[config.mk]
export PLATFORM = sky130hd
export DESIGN_NAME = matmul_engine_flat
export DESIGN_NICKNAME = d
export VERILOG_FILES = /design/src/rtl/matmul_pkg.sv /design/src/rtl/matmul_if.sv /design/src/rtl/mac_unit.sv /design/src/rtl/matmul_engine.sv /design/src/flat_wrapper.sv
export SDC_FILE = /design/constraint.sdc
export NUM_CORES = 1
export LEC_CHECK = 0
export ABC_AREA = 1
export BUFFER_PORTS_ARGS = -buffer_cell sky130_fd_sc_hd__buf_4
export CAP_MARGIN = 15
export CORE_ASPECT_RATIO = 0.7
export CORE_MARGIN = 2
export CORE_UTILIZATION = 51
export CTS_CLUSTER_SIZE = 40
export DETAILED_ROUTE_END_ITERATION = 10
export PLACE_DENSITY = 0.78
export RECOVER_POWER = 100
export SYNTH_ARGS = -nofsm -noshare
export SYNTH_HDL_FRONTEND = slang
export SYNTH_SLANG_ARGS = --single-unit
[constraint.sdc]
create_clock -name i_clk -period 2.2 [get_ports i_clk]
set_clock_uncertainty 0.15 [all_clocks]
set_input_delay 0 -clock i_clk [delete_from_list [all_inputs] [get_ports i_clk]]
set_output_delay 0 -clock i_clk [all_outputs]
set_load 0.005 [all_outputs]
[src/rtl/matmul_pkg.sv]
// -----------------------------------------------------------------------------
// matmul_pkg
// Shared definitions for the matrix-multiply engine. It provides the FSM state
// type, the dimension field width, the default datapath sizes and the
// dimension-legality helper.
// Ports: none (package).
// -----------------------------------------------------------------------------
package matmul_pkg;

  localparam int DIM_W       = 4;
  localparam int DEF_DATA_W  = 4;
  localparam int DEF_ACC_W   = 16;
  localparam int DEF_MAX_DIM = 3;

  typedef enum logic [1:0] {
    ST_IDLE,
    ST_CHECK,
    ST_MAC,
    ST_EMIT
  } state_t;

  function automatic logic dim_in_range(input logic [DIM_W-1:0] d, input int max_dim);
    return (int'(d) >= 1) && (int'(d) <= max_dim);
  endfunction

  // A (r1 x c1) times B (r2 x c2) needs c1 == r2 and every extent in 1..max_dim.
  function automatic logic dims_legal(input logic [DIM_W-1:0] r1, input logic [DIM_W-1:0] c1,
                                      input logic [DIM_W-1:0] r2, input logic [DIM_W-1:0] c2,
                                      input int max_dim);
    return (c1 == r2) && dim_in_range(r1, max_dim) && dim_in_range(c1, max_dim) &&
           dim_in_range(r2, max_dim) && dim_in_range(c2, max_dim);
  endfunction

endpackage

[src/rtl/matmul_if.sv]
// -----------------------------------------------------------------------------
// matmul_if
// Bundles the engine's two synchronous operand read ports and the result stream.
//   a_rd_row/a_rd_col -> a_rd_data : A storage read, data one cycle after address
//   b_rd_row/b_rd_col -> b_rd_data : B storage read, data one cycle after address
//   c_valid/c_ready               : result handshake
//   c_data/c_row/c_col/c_last     : result element payload
// Modports: master = engine side, slave = storage + downstream side.
// -----------------------------------------------------------------------------
interface matmul_if #(
  parameter int DATA_W = 4,
  parameter int ACC_W  = 16
);
  logic [matmul_pkg::DIM_W-1:0] a_rd_row;
  logic [matmul_pkg::DIM_W-1:0] a_rd_col;
  logic [DATA_W-1:0]            a_rd_data;
  logic [matmul_pkg::DIM_W-1:0] b_rd_row;
  logic [matmul_pkg::DIM_W-1:0] b_rd_col;
  logic [DATA_W-1:0]            b_rd_data;
  logic                         c_valid;
  logic                         c_ready;
  logic [ACC_W-1:0]             c_data;
  logic [matmul_pkg::DIM_W-1:0] c_row;
  logic [matmul_pkg::DIM_W-1:0] c_col;
  logic                         c_last;

  modport master (
    output a_rd_row, a_rd_col, b_rd_row, b_rd_col,
    output c_valid, c_data, c_row, c_col, c_last,
    input  a_rd_data, b_rd_data, c_ready
  );

  modport slave (
    input  a_rd_row, a_rd_col, b_rd_row, b_rd_col,
    input  c_valid, c_data, c_row, c_col, c_last,
    output a_rd_data, b_rd_data, c_ready
  );
endinterface

[src/rtl/mac_unit.sv]
// -----------------------------------------------------------------------------
// mac_unit
// Unsigned multiply-accumulate. It adds i_a*i_b to the accumulator on each
// cycle in which i_vld_p1 is high. i_clear zeroes the accumulator and takes
// priority over i_vld_p1.
// Ports: i_clk, i_rst (async, active-high), i_clear, i_vld_p1, i_a, i_b, o_acc.
// Build option: define ACC_SAT_EN to clamp the accumulator at 2^ACC_W-1.
// Without it, the accumulator wraps modulo 2^ACC_W.
// -----------------------------------------------------------------------------
module mac_unit #(
  parameter int DATA_W = 4,
  parameter int ACC_W  = 16
) (
  input  logic              i_clk,
  input  logic              i_rst,
  input  logic              i_clear,
  input  logic              i_vld_p1,
  input  logic [DATA_W-1:0] i_a,
  input  logic [DATA_W-1:0] i_b,
  output logic [ACC_W-1:0]  o_acc
);

  logic [2*DATA_W-1:0] w_prod_p1;
  logic [ACC_W-1:0]    r_acc;

  // Operands and accumulator are non-negative, so an overflow always shows up
  // as a carry out of the top bit.
  function automatic logic [ACC_W-1:0] acc_add(input logic [ACC_W-1:0] acc,
                                               input logic [ACC_W-1:0] prod);
    logic [ACC_W:0] sum;
    sum = {1'b0, acc} + {1'b0, prod};
`ifdef ACC_SAT_EN
    return sum[ACC_W] ? {ACC_W{1'b1}} : sum[ACC_W-1:0];
`else
    return sum[ACC_W-1:0];
`endif
  endfunction

  assign w_prod_p1 = (2*DATA_W)'(i_a) * (2*DATA_W)'(i_b);

  // ---- stage p1: accumulate product of the operands read last cycle ----
  always_ff @(posedge i_clk or posedge i_rst) begin
    if (i_rst)         r_acc <= '0;
    else if (i_clear)  r_acc <= '0;
    else if (i_vld_p1) r_acc <= acc_add(r_acc, ACC_W'(w_prod_p1));
  end

  assign o_acc = r_acc;

endmodule

[src/rtl/matmul_engine.sv]
// -----------------------------------------------------------------------------
// matmul_engine
// Computes C = A x B with one multiply-accumulate per cycle. It reads operands
// through two synchronous read ports and streams C in row-major order.
// Ports:
//   i_clk, i_rst      clock, asynchronous active-high reset
//   i_start           begin a multiply (ignored unless idle)
//   i_r1,i_c1         A rows/cols; i_r2,i_c2 B rows/cols (latched on start)
//   o_busy            high outside IDLE
//   o_dim_err         one-cycle pulse when the latched dimensions are illegal
//   m_if (master)     operand read ports + c_* result stream
// Build option: ACC_SAT_EN (handled inside mac_unit) selects a saturating
// accumulator instead of a wrapping one.
// -----------------------------------------------------------------------------
module matmul_engine
  import matmul_pkg::*;
#(
  parameter int DATA_W  = DEF_DATA_W,
  parameter int MAX_DIM = DEF_MAX_DIM,
  parameter int ACC_W   = DEF_ACC_W
) (
  input  logic             i_clk,
  input  logic             i_rst,
  input  logic             i_start,
  input  logic [DIM_W-1:0] i_r1,
  input  logic [DIM_W-1:0] i_c1,
  input  logic [DIM_W-1:0] i_r2,
  input  logic [DIM_W-1:0] i_c2,
  output logic             o_busy,
  output logic             o_dim_err,
  matmul_if.master         m_if
);

  state_t           r_state, w_next;
  logic [DIM_W-1:0] r_r1, r_c1, r_r2, r_c2;
  logic [DIM_W-1:0] r_i, r_j, r_k;
  logic             w_clear, w_vld_p1, w_hs, w_last;
  logic [ACC_W-1:0] w_acc;

  assign w_hs   = (r_state == ST_EMIT) && m_if.c_ready;
  assign w_last = (r_state == ST_EMIT) && (r_i == r_r1 - DIM_W'(1)) && (r_j == r_c2 - DIM_W'(1));

  always_ff @(posedge i_clk or posedge i_rst) begin
    if (i_rst) r_state <= ST_IDLE;
    else       r_state <= w_next;
  end

  always_comb begin
    w_next    = r_state;
    o_dim_err = 1'b0;
    w_clear   = 1'b0;
    w_vld_p1  = 1'b0;
    case (r_state)
      ST_IDLE:  if (i_start) w_next = ST_CHECK;
      ST_CHECK: begin
        if (dims_legal(r_r1, r_c1, r_r2, r_c2, MAX_DIM)) begin
          w_clear = 1'b1;
          w_next  = ST_MAC;
        end else begin
          o_dim_err = 1'b1;
          w_next    = ST_IDLE;
        end
      end
      ST_MAC: begin
        // The address issued at k arrives at k+1, so cycle 0 has no data and
        // the last product lands on k == C1.
        w_vld_p1 = (r_k != '0);
        if (r_k == r_c1) w_next = ST_EMIT;
      end
      ST_EMIT: begin
        if (w_hs) begin
          if (w_last) begin
            w_next = ST_IDLE;
          end else begin
            w_clear = 1'b1;
            w_next  = ST_MAC;
          end
        end
      end
      default: w_next = ST_IDLE;
    endcase
  end

  // ---- stage p0: dimension latch, element/index counters, read addresses ----
  always_ff @(posedge i_clk or posedge i_rst) begin
    if (i_rst) begin
      r_r1 <= '0;
      r_c1 <= '0;
      r_r2 <= '0;
      r_c2 <= '0;
      r_i  <= '0;
      r_j  <= '0;
      r_k  <= '0;
    end else begin
      case (r_state)
        ST_IDLE: begin
          if (i_start) begin
            r_r1 <= i_r1;
            r_c1 <= i_c1;
            r_r2 <= i_r2;
            r_c2 <= i_c2;
          end
        end
        ST_CHECK: begin
          r_i <= '0;
          r_j <= '0;
          r_k <= '0;
        end
        ST_MAC: if (r_k != r_c1) r_k <= r_k + DIM_W'(1);
        ST_EMIT: begin
          if (w_hs) begin
            r_k <= '0;
            if (w_last) begin
              r_i <= '0;
              r_j <= '0;
            end else if (r_j == r_c2 - DIM_W'(1)) begin
              r_j <= '0;
              r_i <= r_i + DIM_W'(1);
            end else begin
              r_j <= r_j + DIM_W'(1);
            end
          end
        end
        default: ;
      endcase
    end
  end

  mac_unit #(
    .DATA_W(DATA_W),
    .ACC_W (ACC_W)
  ) u_mac (
    .i_clk   (i_clk),
    .i_rst   (i_rst),
    .i_clear (w_clear),
    .i_vld_p1(w_vld_p1),
    .i_a     (m_if.a_rd_data),
    .i_b     (m_if.b_rd_data),
    .o_acc   (w_acc)
  );

  assign m_if.a_rd_row = r_i;
  assign m_if.a_rd_col = r_k;
  assign m_if.b_rd_row = r_k;
  assign m_if.b_rd_col = r_j;
  assign m_if.c_valid  = (r_state == ST_EMIT);
  assign m_if.c_data   = w_acc;
  assign m_if.c_row    = r_i;
  assign m_if.c_col    = r_j;
  assign m_if.c_last   = w_last;
  assign o_busy        = (r_state != ST_IDLE);

endmodule

[src/flat_wrapper.sv]
// flat-port wrapper written by rule: the top's interface ports become plain ports
module matmul_engine_flat import matmul_pkg::*;
#(
  parameter int DATA_W  = DEF_DATA_W,
  parameter int MAX_DIM = DEF_MAX_DIM,
  parameter int ACC_W   = DEF_ACC_W
)
  (i_clk, i_rst, i_start, i_r1, i_c1, i_r2, i_c2, o_busy, o_dim_err, m_if_a_rd_row, m_if_a_rd_col, m_if_b_rd_row, m_if_b_rd_col, m_if_c_valid, m_if_c_data, m_if_c_row, m_if_c_col, m_if_c_last, m_if_a_rd_data, m_if_b_rd_data, m_if_c_ready);
  matmul_if #(.DATA_W(DATA_W), .ACC_W(ACC_W)) m_if_i ();
  input  logic i_clk;
  input  logic i_rst;
  input  logic i_start;
  input  logic [DIM_W-1:0] i_r1;
  input  logic [DIM_W-1:0] i_c1;
  input  logic [DIM_W-1:0] i_r2;
  input  logic [DIM_W-1:0] i_c2;
  output logic o_busy;
  output logic o_dim_err;
  output wire logic [$bits(m_if_i.a_rd_row)-1:0] m_if_a_rd_row;
  output wire logic [$bits(m_if_i.a_rd_col)-1:0] m_if_a_rd_col;
  output wire logic [$bits(m_if_i.b_rd_row)-1:0] m_if_b_rd_row;
  output wire logic [$bits(m_if_i.b_rd_col)-1:0] m_if_b_rd_col;
  output wire logic [$bits(m_if_i.c_valid)-1:0] m_if_c_valid;
  output wire logic [$bits(m_if_i.c_data)-1:0] m_if_c_data;
  output wire logic [$bits(m_if_i.c_row)-1:0] m_if_c_row;
  output wire logic [$bits(m_if_i.c_col)-1:0] m_if_c_col;
  output wire logic [$bits(m_if_i.c_last)-1:0] m_if_c_last;
  input wire logic [$bits(m_if_i.a_rd_data)-1:0] m_if_a_rd_data;
  input wire logic [$bits(m_if_i.b_rd_data)-1:0] m_if_b_rd_data;
  input wire logic [$bits(m_if_i.c_ready)-1:0] m_if_c_ready;
  assign m_if_a_rd_row = m_if_i.a_rd_row;
  assign m_if_a_rd_col = m_if_i.a_rd_col;
  assign m_if_b_rd_row = m_if_i.b_rd_row;
  assign m_if_b_rd_col = m_if_i.b_rd_col;
  assign m_if_c_valid = m_if_i.c_valid;
  assign m_if_c_data = m_if_i.c_data;
  assign m_if_c_row = m_if_i.c_row;
  assign m_if_c_col = m_if_i.c_col;
  assign m_if_c_last = m_if_i.c_last;
  assign m_if_i.a_rd_data = m_if_a_rd_data;
  assign m_if_i.b_rd_data = m_if_b_rd_data;
  assign m_if_i.c_ready = m_if_c_ready;
  matmul_engine #(.DATA_W(DATA_W), .MAX_DIM(MAX_DIM), .ACC_W(ACC_W)) u_core (.i_clk(i_clk), .i_rst(i_rst), .i_start(i_start), .i_r1(i_r1), .i_c1(i_c1), .i_r2(i_r2), .i_c2(i_c2), .o_busy(o_busy), .o_dim_err(o_dim_err), .m_if(m_if_i));
endmodule
==> summary.md <==
The flow ran to the end, but the final reports show violations. The checks that failed: negative setup slack. Before antenna repair, the detailed router went through 7 iterations.

Pin placement for this block handled 72 I/O pins. In the final routed layout, each cell accounts on average for 13.33 um. VDD sags by at most 0.0005344 V. The tools report the number of clock sinks as 46.

Fraction of met3 tracks used by global routing: 0.03944. The flip-flop and latch area is 0.001151 sq mm, and the number of failing setup endpoints in the final timing report is 17. At the pin with the least slew margin, the transition time is 1098 ps. The logs give 0 for the number of synthesis warnings and 310 ps for the clock insertion delay at the later pin of the skew report. On the final layout, the worst hold slack is 262.6 ps. For the met2 layer usage reported by global route, the log shows 0.4218. The half-perimeter wire length of the detailed placement result was 7.029 mm. Across all layers, the routed design uses 3522 vias. For the met1 capacity usage during global routing, the log shows 0.3463. For the total count of max-transition violations in the final report, the log shows 0.

The tools report the floorplan die area as 0.007721 sq mm. The run gives 0 as the reported max-cap violation count. The number of DRC violations after detailed routing is 0. The final worst-path cycle share was 1.240; the post-route minimum period was 2729 ps. In the final layout, the multi-input gates occupy 0.002074 sq mm. The tools report the worst-case setup margin in the final layout as -528.9 ps. The unique cell type count in the Yosys netlist came out at 31. Along the worst path, the maximum fanout reaches 5.

The cell area that synthesis handed to floorplanning was 0.003582 sq mm. The number of antenna diodes in the final layout is 0. The fmax is 366.4 MHz.

Wires add up to 9.450 mm. The floorplan step set the die height to 74.12 um. The share of cells above drive strength 1 came out at 0.2520.

The number of buffers on the longest clock path came out at 2. The violation count after the first detailed-routing iteration came out at 219. After floorplanning, the core was sized to cover 0.006788 sq mm. Dividing the synthesized area by the synthesized cell count gives 7.164 sq um.

After detailed placement, the total cell area comes to 0.004400 sq mm. In this run the power density over the cells is 917.8 mW/mm^2. The sort of element at the end of the critical path is a register. The sequential share of the synthesized area was 0.3213; the residual overflow from global routing was 0. The layer with the highest usage was met2. The worst hold path belongs to the class in2reg. The number of nets in the synthesized netlist is 563. The tools report the non-filler instance count after layout as 709.

The number of placed instances, taps included, is 678. The tightest slew margin relative to the limit was 0.2669; the layout overhead on the synthesized area was 35.94%. The logs give 0 for the residual antenna-violating net count after detailed routing and 2 for the CTS H-tree depth. Setup repair after global routing could not meet its margin everywhere.

TritonCTS created 5 clock buffers. The worst setup path is of the in2reg kind. The tools report the kind of start point of the critical path as an input pin. The run gives 2.691 nW as the static leakage power. Entering global routing, the biggest net connects 29 pins. Arrival time of the worst setup path: 2820 ps.

The root buffer cell chosen for the clock tree is clkbuf_8. TritonCTS built the clock tree. The data required time of the critical path is 2290 ps, and the number of antenna violations at the first check in global routing is 0.

The combined global-route utilization of all metal layers is 0.2479. The number of placement rows was 25. Port buffering added 71 buffers. The top cell types in the final layout, fill and taps aside, are inv_1, nand2_1, nor2_1. The final weighted congestion in routability-driven placement is 0.9015, and the cell count after synthesis is 500.

The via count of the first global-routing pass came out at 3261. The number of vias per cell after detailed routing works out to 4.968. The number of failing hold endpoints at the final stage is 0, and the number of nets at the end of the flow is 677. Counting the fill cells in the layout gives 499. After synthesis the netlist holds a flip-flop and latch count of 46. The die is 104.2 um wide. The clock input transition at the sequential cells of the worst setup and hold paths was 90 ps. The global-route wire length before repair is 15.24 mm, and the initial cell density of the core is 0.5277.

After routing the design area is 0.004870 sq mm.
[area by class of cell]
type	count	area share
clock inverter	2	0.01233
timing repair buffer	124	0.2038
tap	94	0.02415
clock buffer	6	0.01696
inverter	104	0.08042
multi-input combinational	333	0.4260
sequential	46	0.2364
[flip-flops by register name, summed over array words and instances, names as in the netlist]
name and count:
u_core.r_state 2, u_core.m_if.a_rd_row 4, u_core.m_if.b_rd_col 4, u_core.u_mac.o_acc 16
u_core.r_c1 4, u_core.r_r1 4, u_core.r_c2 4, u_core.r_r2 4
u_core.m_if.a_rd_col 4
[synth_stat cells (all sizes together)]
library cell | instances | area, sq um
clkbuf | 2 | 7.510
or2 | 2 | 12.51
nand3b | 1 | 7.510
o211ai | 1 | 7.510
xor2 | 5 | 43.79
o22ai | 2 | 12.51
o21ai | 13 | 65.06
fa | 9 | 180.2
nand2 | 120 | 457.9
nand4 | 8 | 50.05
ha | 26 | 325.3
o21bai | 3 | 22.52
a21boi | 1 | 7.510
nor3 | 3 | 15.01
a21oi | 18 | 101.4
inv | 104 | 392.9
nand3 | 40 | 205.2
nor2 | 66 | 250.2
buf | 15 | 111.4
a211oi | 1 | 7.510
dfrtp | 46 | 1151
mux2 | 5 | 56.30
xnor2 | 8 | 70.07
a31oi | 1 | 21.27
[per-layer routing]
layer  vias to the layer above  wire length [um]
li1                       1755                 -
met1                      1631              4290
met2                       122              4412
met3                        14               652
met4                         0                95
met5                         -                 0
[what timing repair did]
action | CTS | global route
gates resized for setup | 22 | 22
hold buffers | 19 | 0
endpoints found under the hold margin | 44 | 0
setup buffers | 3 | 1
endpoints found under the setup margin | 15 | 21
pin swaps | 21 | 14
[cell families after synthesis]
logic type	count (synthesis)	synth area share
compound gates	40	0.06846
simple gates	240	0.2787
xor+xnor	13	0.03179
buf+inv	121	0.1429
fa+ha+maj	35	0.1411
flops	46	0.3213
mux	5	0.01572
[where the power goes]
group	total [W]	internal, W	switching [W]
Sequential	0.00126	0.00108	0.000180
Clock	0.000786	0.000485	0.000302
Combinational	0.00243	0.00109	0.00134
Total	0.00447	0.00265	0.00182
[worst max-delay path: stages]
cell and delay, ps:
buf_12 90, nand2_8 50, fa_1 540, fa_2 440, fa_1 510, inv_2 50, ha_4 300, nand2_4 60
nor2_2 140, nand3_1 150, nand3_4 120, nand2_4 70, o21ai_2 150, inv_1 60, nor2_1 80
[worst paths after layout]
check,from,to,slack [ps],cells after the start
min reg2reg,u_core.r_r2[3],u_core.r_r2[3],370,1
max reg2reg,u_core.u_mac.o_acc[6],u_core.u_mac.o_acc[12],-370,13
min in group asynchronous,i_rst,u_core.m_if.a_rd_row[3],380,3
max,m_if_a_rd_data[2],u_core.u_mac.o_acc[12],-530,15
max in group asynchronous,i_rst,u_core.u_mac.o_acc[2],500,4
min,m_if_b_rd_data[0],u_core.u_mac.o_acc[0],260,9
[per-stage QoR]
stage	total power, W	util	worst slack [ps]	TNS [ps]
2_1_floorplan	0.002653	-	-487.0	-5075
3_3_place_gp	0.003374	0.6483	-744.5	-8827
3_5_place_dp	0.003475	0.6483	-815.6	-9634
4_1_cts	0.004409	0.7115	-485.5	-5096
5_1_grt	0.004807	0.7174	-641.2	-7941
6_report	0.004470	0.7174	-528.9	-5463
Note: power is estimated with default switching activity, not from simulation.
